## src/rtl/mem_access_stage.sv

```systemverilog
// mem_access_stage: MEM pipeline stage with data-memory handshake, branch resolve and MEM/WB register
//   inputs  : EX/MEM fields (alu_c_in, rt_data_in, npc_in, zero_in, branch_in, memr/memw/regw/mem2r_in, reg_rd_in)
//   dmem    : dm_req/dm_we/dm_addr/dm_wdata out, dm_rdata/dm_ack in
//   control : mem_stall (holds EX/MEM and upstream), pc_src (take branch), dm_err (sticky)
//   MEM/WB  : wb_alu_c, wb_rdata, wb_rd, wb_regw, wb_mem2r
module mem_access_stage #(
   parameter int TIMEOUT = 16,
   parameter int CNT_W   = 5
) (
   input  logic        clk,
   input  logic        rst,
   input  logic [31:0] alu_c_in,
   input  logic [31:0] rt_data_in,
   input  logic [31:0] npc_in,
   input  logic        zero_in,
   input  logic [1:0]  branch_in,
   input  logic        memr_in,
   input  logic        memw_in,
   input  logic        regw_in,
   input  logic        mem2r_in,
   input  logic [4:0]  reg_rd_in,
   output logic        dm_req,
   output logic        dm_we,
   output logic [31:0] dm_addr,
   output logic [31:0] dm_wdata,
   input  logic [31:0] dm_rdata,
   input  logic        dm_ack,
   output logic        mem_stall,
   output logic        pc_src,
   output logic        dm_err,
   output logic [31:0] wb_alu_c,
   output logic [31:0] wb_rdata,
   output logic [4:0]  wb_rd,
   output logic        wb_regw,
   output logic        wb_mem2r
);
   typedef enum logic [1:0] {IDLE, ACCESS, DONE} state_t;
   state_t state_q, state_d;
   logic [CNT_W-1:0] cnt_q;
   logic [31:0] rlat_q;
   logic mem_op, mis, is_ld, tmo;
   logic unused_npc;
   assign unused_npc = ^npc_in;
   assign mem_op = memr_in | memw_in;
   assign mis    = alu_c_in[1:0] != 2'b00;
   assign is_ld  = memr_in & ~memw_in;
   // abort on the ACCESS cycle in which the counter would reach TIMEOUT
   assign tmo = (TIMEOUT != 0) && state_q == ACCESS && !dm_ack && cnt_q == CNT_W'(TIMEOUT - 1);
   assign mem_stall = (state_q == IDLE && mem_op) || state_q == ACCESS;
   assign pc_src = ~mem_stall & (branch_in == 2'b11 | (branch_in == 2'b01 & zero_in) | (branch_in == 2'b10 & ~zero_in));
   always_comb begin
      state_d = state_q;
      unique case (state_q)
         IDLE:    if (mem_op) state_d = mis ? DONE : ACCESS;
         ACCESS:  if (dm_ack || tmo) state_d = DONE;
         DONE:    state_d = IDLE;
         default: state_d = IDLE;
      endcase
   end
   always_ff @(posedge clk) begin
      if (rst) begin
         state_q  <= IDLE;
         cnt_q    <= '0;
         rlat_q   <= '0;
         dm_req   <= 1'b0;
         dm_we    <= 1'b0;
         dm_addr  <= '0;
         dm_wdata <= '0;
         dm_err   <= 1'b0;
         wb_alu_c <= '0;
         wb_rdata <= '0;
         wb_rd    <= '0;
         wb_regw  <= 1'b0;
         wb_mem2r <= 1'b0;
      end else begin
         state_q <= state_d;
         if (state_q == IDLE && mem_op && !mis) begin
            dm_req   <= 1'b1;
            dm_we    <= memw_in;
            dm_addr  <= {alu_c_in[31:2], 2'b00};
            dm_wdata <= rt_data_in;
            cnt_q    <= '0;
         end
         if (state_q == IDLE && mem_op && mis) begin
            dm_err <= 1'b1;
            rlat_q <= '0;
         end
         if (state_q == ACCESS) begin
            if (dm_ack) begin
               dm_req <= 1'b0;
               rlat_q <= dm_rdata;
            end else if (tmo) begin
               dm_req <= 1'b0;
               dm_err <= 1'b1;
               rlat_q <= '0;
            end else begin
               cnt_q <= cnt_q + CNT_W'(1);
            end
         end
         // EX/MEM inputs are held through the stall, so misalignment is still visible in DONE
         if (!mem_stall) begin
            wb_alu_c <= alu_c_in;
            wb_rd    <= reg_rd_in;
            wb_regw  <= regw_in & ~(mem_op & mis);
            wb_mem2r <= mem2r_in;
            wb_rdata <= is_ld ? rlat_q : '0;
         end else begin
            wb_regw  <= 1'b0;
            wb_mem2r <= 1'b0;
         end
      end
   end
endmodule

```

## config.mk

```make
export PLATFORM = sky130hd
export DESIGN_NAME = mem_access_stage
export DESIGN_NICKNAME = d
export VERILOG_FILES = /design/src/rtl/mem_access_stage.sv
export SDC_FILE = /design/constraint.sdc
export NUM_CORES = 1
export LEC_CHECK = 0
export BUFFER_PORTS_ARGS = -buffer_cell sky130_fd_sc_hd__buf_2
export CORE_MARGIN = 1.5
export CORE_UTILIZATION = 46
export DETAILED_ROUTE_END_ITERATION = 10
export PLACE_DENSITY = 0.79
export SYNTH_ARGS = -nofsm -noshare
export SYNTH_HDL_FRONTEND = slang
export SYNTH_SLANG_ARGS = --single-unit
```

## constraint.sdc

```tcl
create_clock -name clk -period 2.5 [get_ports clk]
set_clock_uncertainty 0.2 [all_clocks]
set_input_delay 0.75 -clock clk [delete_from_list [all_inputs] [get_ports clk]]
set_output_delay 0.75 -clock clk [all_outputs]
set_load 0.01 [all_outputs]
```

* Word-level counts from Yosys, hierarchy flattened *
Cells that the tools add are included.

storage, ports and cells
  memories kept = 0
  ROM bits = 0
  input bits = 143
  output and inout bits = 140
  latch bits = 0
  flip-flop bits (word level) = 175
  RAM bits = 0

cells by class
  multipliers = 0
  add/sub/neg operators = 1
  reduce and logical (&&, ||, !) cells = 13
  bitwise operators = 13
  eq/ne operators = 7
  shifts and indexed selects = 0
  divide/modulo/power cells = 0
  order comparisons = 0
  mux-type cells = 21

operators by type and width
  cell                   number
  $mux W32               5
  $mux W5                4
  $mux W1                8
  $and A1 B1 Y1          6
  $mux W2                3
  $add A5 B1 Y5 const B  1
  $eq A5 B4 Y1 const B   1
  $logic_and A1 B1 Y1    5
  $eq A2 B1 Y1 const B   2
  $eq A2 B2 Y1 const B   2
  $not A1 Y1             4
  $pmux W2 S2            1
  $or A1 B1 Y1           3
  $logic_not A1 Y1       2
  $logic_not A2 Y1       1
  $logic_or A1 B1 Y1     2
  $ne A2 B1 Y1 const B   1
  $ne A2 B2 Y1 const B   1
  $reduce_and A2 Y1      1
  $reduce_bool A2 Y1     1
  $reduce_or A2 Y1       1

* Depth between registers and ports, before layout *
  depth in word-level cells = 7
  gate-level depth with buffers = 8
  depth with buffers taken out = 7

* Worst setup path before layout *
OpenSTA, ideal clock, no wires.

  path type = input-to-output
  start = input port memw_in
  end = output port pc_src
  arrival time = 1460 ps
  buffers on the path = 1
  data required time = 1550 ps
  stages = 5
  path slack = 90 ps
  cell sequence = nor3_2 > or2_1 > inv_2 > buf_2 > nor2_1

on the way
  longest elaborated chain between the ends = 5

ends and longest elaborated chain
  element              RTL line  source
  from (decl)          18        input logic memw_in,
  $or A1 B1 Y1         44        assign mem_op = memr_in | memw_in;
  $logic_and A1 B1 Y1  49        assign mem_stall = (state_q == IDLE && mem_op) || state_q == ACCESS;
  $logic_or A1 B1 Y1   49
  via mem_stall        28        output logic mem_stall,
  $not A1 Y1           50        assign pc_src = ~mem_stall & (branch_in == 2'b11 | (branch_in == 2'b01 & zero_in) | (branch_in == 2'b10 & ~zer ...
  $and A1 B1 Y1        50
  to (decl)            29        output logic pc_src,

The timed path passes the listed nets, and every way through them passes these cells.

* Worst setup path after layout *
  start = input port memw_in
  end = output port pc_src

on the way
  longest elaborated chain between the ends = 5

ends and longest elaborated chain
  element              RTL line
  $or A1 B1 Y1         44
  $logic_and A1 B1 Y1  49
  $logic_or A1 B1 Y1   49
  $not A1 Y1           50
  $and A1 B1 Y1        50

No other way between the ends.

==> impl_metrics.csv <==
group,metric,value,unit
global_route,antenna_found_initial,2,
route,wl_per_cell,14.59,um
global_route,grt_overflow_total,0,
floorplan,die_h,118.1,um
worst_hold_path,hold_end,"wb_alu_c[30]",
place,gp_congestion,0.7780,
power,ir_drop,0.7070,mV
floorplan,die_x,118.1,um
clock_tree,numCtsBuffers,17,
route,drcViolationCount,0,
clock_tree,cts_tree,"yes",
sta,min_period_over_period,0.9744,
clock_tree,cts_sinks,175,
clock_tree,cts_hold_buf,0,
sta,rsz0062_at_grt,"false",
run_status,outcome,"completed",
sta,finalMaxSlewViolations,0,
finish,multi_input_area,2333,um^2
route,drtIter0Drc,473,
global_route,grt_max_degree,86,
setup_path,timing.reg2reg.setup_slack,0.18,ns
global_route,grt_pass1_vias,5441,
floorplan,row_count,41,
synthesis,ys_warn_count,0,
route,vias,5623,
route,routed_wl,16510,um
synthesis,synth_cell_types,32,
power,leakagePower,3.675,nW
worst_hold_path,holdPathStages,2,
floorplan,die-area,13940,um^2
synthesis,yosys_most_used_dff,"dfxtp_1",
sta,worstMarginPinSlew,0.5521,ns
setup_path,worstSetupPathType,"primary input to output port",
route,routed_via_density,4.967,
sta,fin_crit,2.436,ns
clock_tree,h-tree-depth,4,
setup_path,r2r-end,"cnt_q[2]",
global_route,grt_first_pass_wirelength,26850,um
clock_tree,clkTransAtPathRegs,0.07,ns
sta,setup_viol,0,
sta,fin_tns_setup,0,ns
finish,areaGrowthSynthToFinish,34.87,%
finish,design_area,8213,um^2
global_route,grtUsageTotal,0.2389,
run,maxCapViolations,0,
clock_tree,root_buffer,"clkbuf_16",
worst_hold_path,min_from,"wb_alu_c[30]",
setup_path,r2r_start,"cnt_q[0]",
worst_hold_path,min_path_type,"register to register",
sta,max_freq,0.4105,GHz
setup_path,crit_required,1.55,ns
synthesis,synth_area,6090,um^2
setup_path,worstPathMaxFanout,3,
sta,slew_headroom,0.6268,
setup_path,worstSetupEndpointType,"output port",
setup_path,startpoint,"memw_in",
synthesis,yosysSeqAreaShare,0.5753,
power,power_density,794.7,nW/um^2
place,post-dp-hpwl,10810,um
clock_tree,clk_latency,0.43,ns
synthesis,synthCells,714,
finish,seq_area,3505,um^2
finish,drive_gt1_frac,0.3274,
synthesis,synth_seq_cells,175,
synthesis,syn_avg_cell_area,8.529,um^2
finish,nFillCells,1123,
place,dpl-instance-area,7521,um^2
floorplan,core_area,12770,um^2
synthesis,synthTopCellsByCount,"nand2_1, dfxtp_1, a21oi_1",
setup_path,cp_data_arrival_time,1.49,ns
synthesis,synth_most_common_cell,"nand2_1",
synthesis,synth.area.top_cells,"dfxtp_1, nand2_1, a21oi_1",
place,io_buffers,248,
sta,hold_violations,0,
clock_tree,cts.path.max_buffers,2,
synthesis,synth_top_area_cell,"dfxtp_1",
synthesis,synth_enable_flop_cells,0,
setup_path,r2r_cells,7,
floorplan,start_util,0.4767,
setup_path,start_kind,"primary input",
route,dr.pass1.iters,4,
synthesis,yosysTopAreaCellShare,0.5753,
floorplan,ioPinCount,283,
route,ant_nets,0,
synthesis,async_flop_share,0,
finish,nets,1091,
[registers in the layout (all words and copies together), names as in the netlist]
register,cells
dm_wdata,32
state_q,2
dm_we,1
wb_regw,1
wb_alu_c,32
cnt_q,5
dm_err,1
rlat_q,32
wb_rdata,32
wb_mem2r,1
dm_req,1
wb_rd,5
dm_addr,30
[worst max-delay path, stage by stage]
cell and delay, ns:
buf_6 0.10, nor3_4 0.18, or2_1 0.16, inv_2 0.08, nor2_1 0.09, buf_2 0.13
[area by class of cell]
type | count | share of cell area
tap | 172 | 0.02620
antenna | 1 | 0.0003047
clock buffer | 19 | 0.05515
clock inverter | 13 | 0.02529
sequential | 175 | 0.4267
timing repair buffer | 271 | 0.1808
inverter | 3 | 0.001371
multi-input combinational | 478 | 0.2841
[cell usage in the layout, fill, tap and decap left out, drive strengths merged]
master / Yosys / final
mux2i: 1 / 1
o31ai: 2 / 2
nand3: 1 / 1
o21ai: 37 / 37
clkinv: 0 / 5
nor4b: 2 / 2
o31a: 1 / 1
nor2: 8 / 8
buf: 32 / 271
a31oi: 1 / 1
nor4: 1 / 1
nand4b: 1 / 1
ha: 2 / 2
nor2b: 1 / 1
or2: 1 / 1
nor3: 7 / 7
a22o: 32 / 32
and3: 3 / 3
inv: 3 / 5
nand3b: 1 / 1
clkbuf: 27 / 19
bufinv: 0 / 5
nand2: 233 / 233
diode: 0 / 1
a21oi: 139 / 139
dfxtp: 175 / 175
clkinvlp: 0 / 1
or4b: 1 / 1
nor3b: 1 / 1
conb: 1 / 2
[stage by stage]
stage | setup WS, ns | instances | total power, mW | hold slack (ns) | util
global placement | 0.01784 | 1097 | 3.626 | 0.2346 | 0.5888
finish | 0.06410 | 1132 | 6.527 | 0.2461 | 0.6430
global route | 0.008675 | 1132 | 6.759 | 0.2680 | 0.6430
detailed placement | 0.009778 | 1097 | 3.640 | 0.2417 | 0.5888
floorplan | 0.09002 | 715 | 3.334 | 0.2359 | -
CTS | 0.01394 | 1130 | 6.572 | 0.2495 | 0.6412
[logic make-up (layout without fill, tap and decap cells)]
family,count (synthesis),after routing,synth area share
simple gates,261,261,0.1742
compound gates,212,212,0.1956
flops,175,175,0.5753
buf+inv,62,306,0.04849
fa+ha+maj,2,2,0.004109
other cells,1,3,0.0006158
mux,1,1,0.001644
[worst max path at each step]
stage,to,slack (ns)
global route,pc_src,0.009
detailed placement,pc_src,0.01
finish,pc_src,0.06
CTS,pc_src,0.01
global placement,pc_src,0.02
floorplan,pc_src,0.09
[report_power, final]
part	leakage [nW]	internal [mW]	total, mW	switching [mW]
Clock	0.324	1.83	2.94	1.11
Sequential	1.42	2.89	2.94	0.0485
Combinational	1.93	0.249	0.644	0.395
[what timing repair did]
item | 4_1_cts | 5_1_grt
hold endpoints to repair | 0 | 0
gates resized for setup | 1 | 3
pin swaps | 3 | 3
setup buffers | 1 | 1
endpoints found under the setup margin | 2 | 1
[metal layers]
metal,share of wire,track usage
met3,0.074,0.08818
met4,0.023,0.09680
met1,0.42,0.2844
met2,0.48,0.3900
met5,0.00042,0
No activity file was read; power rests on OpenSTA's default activity.
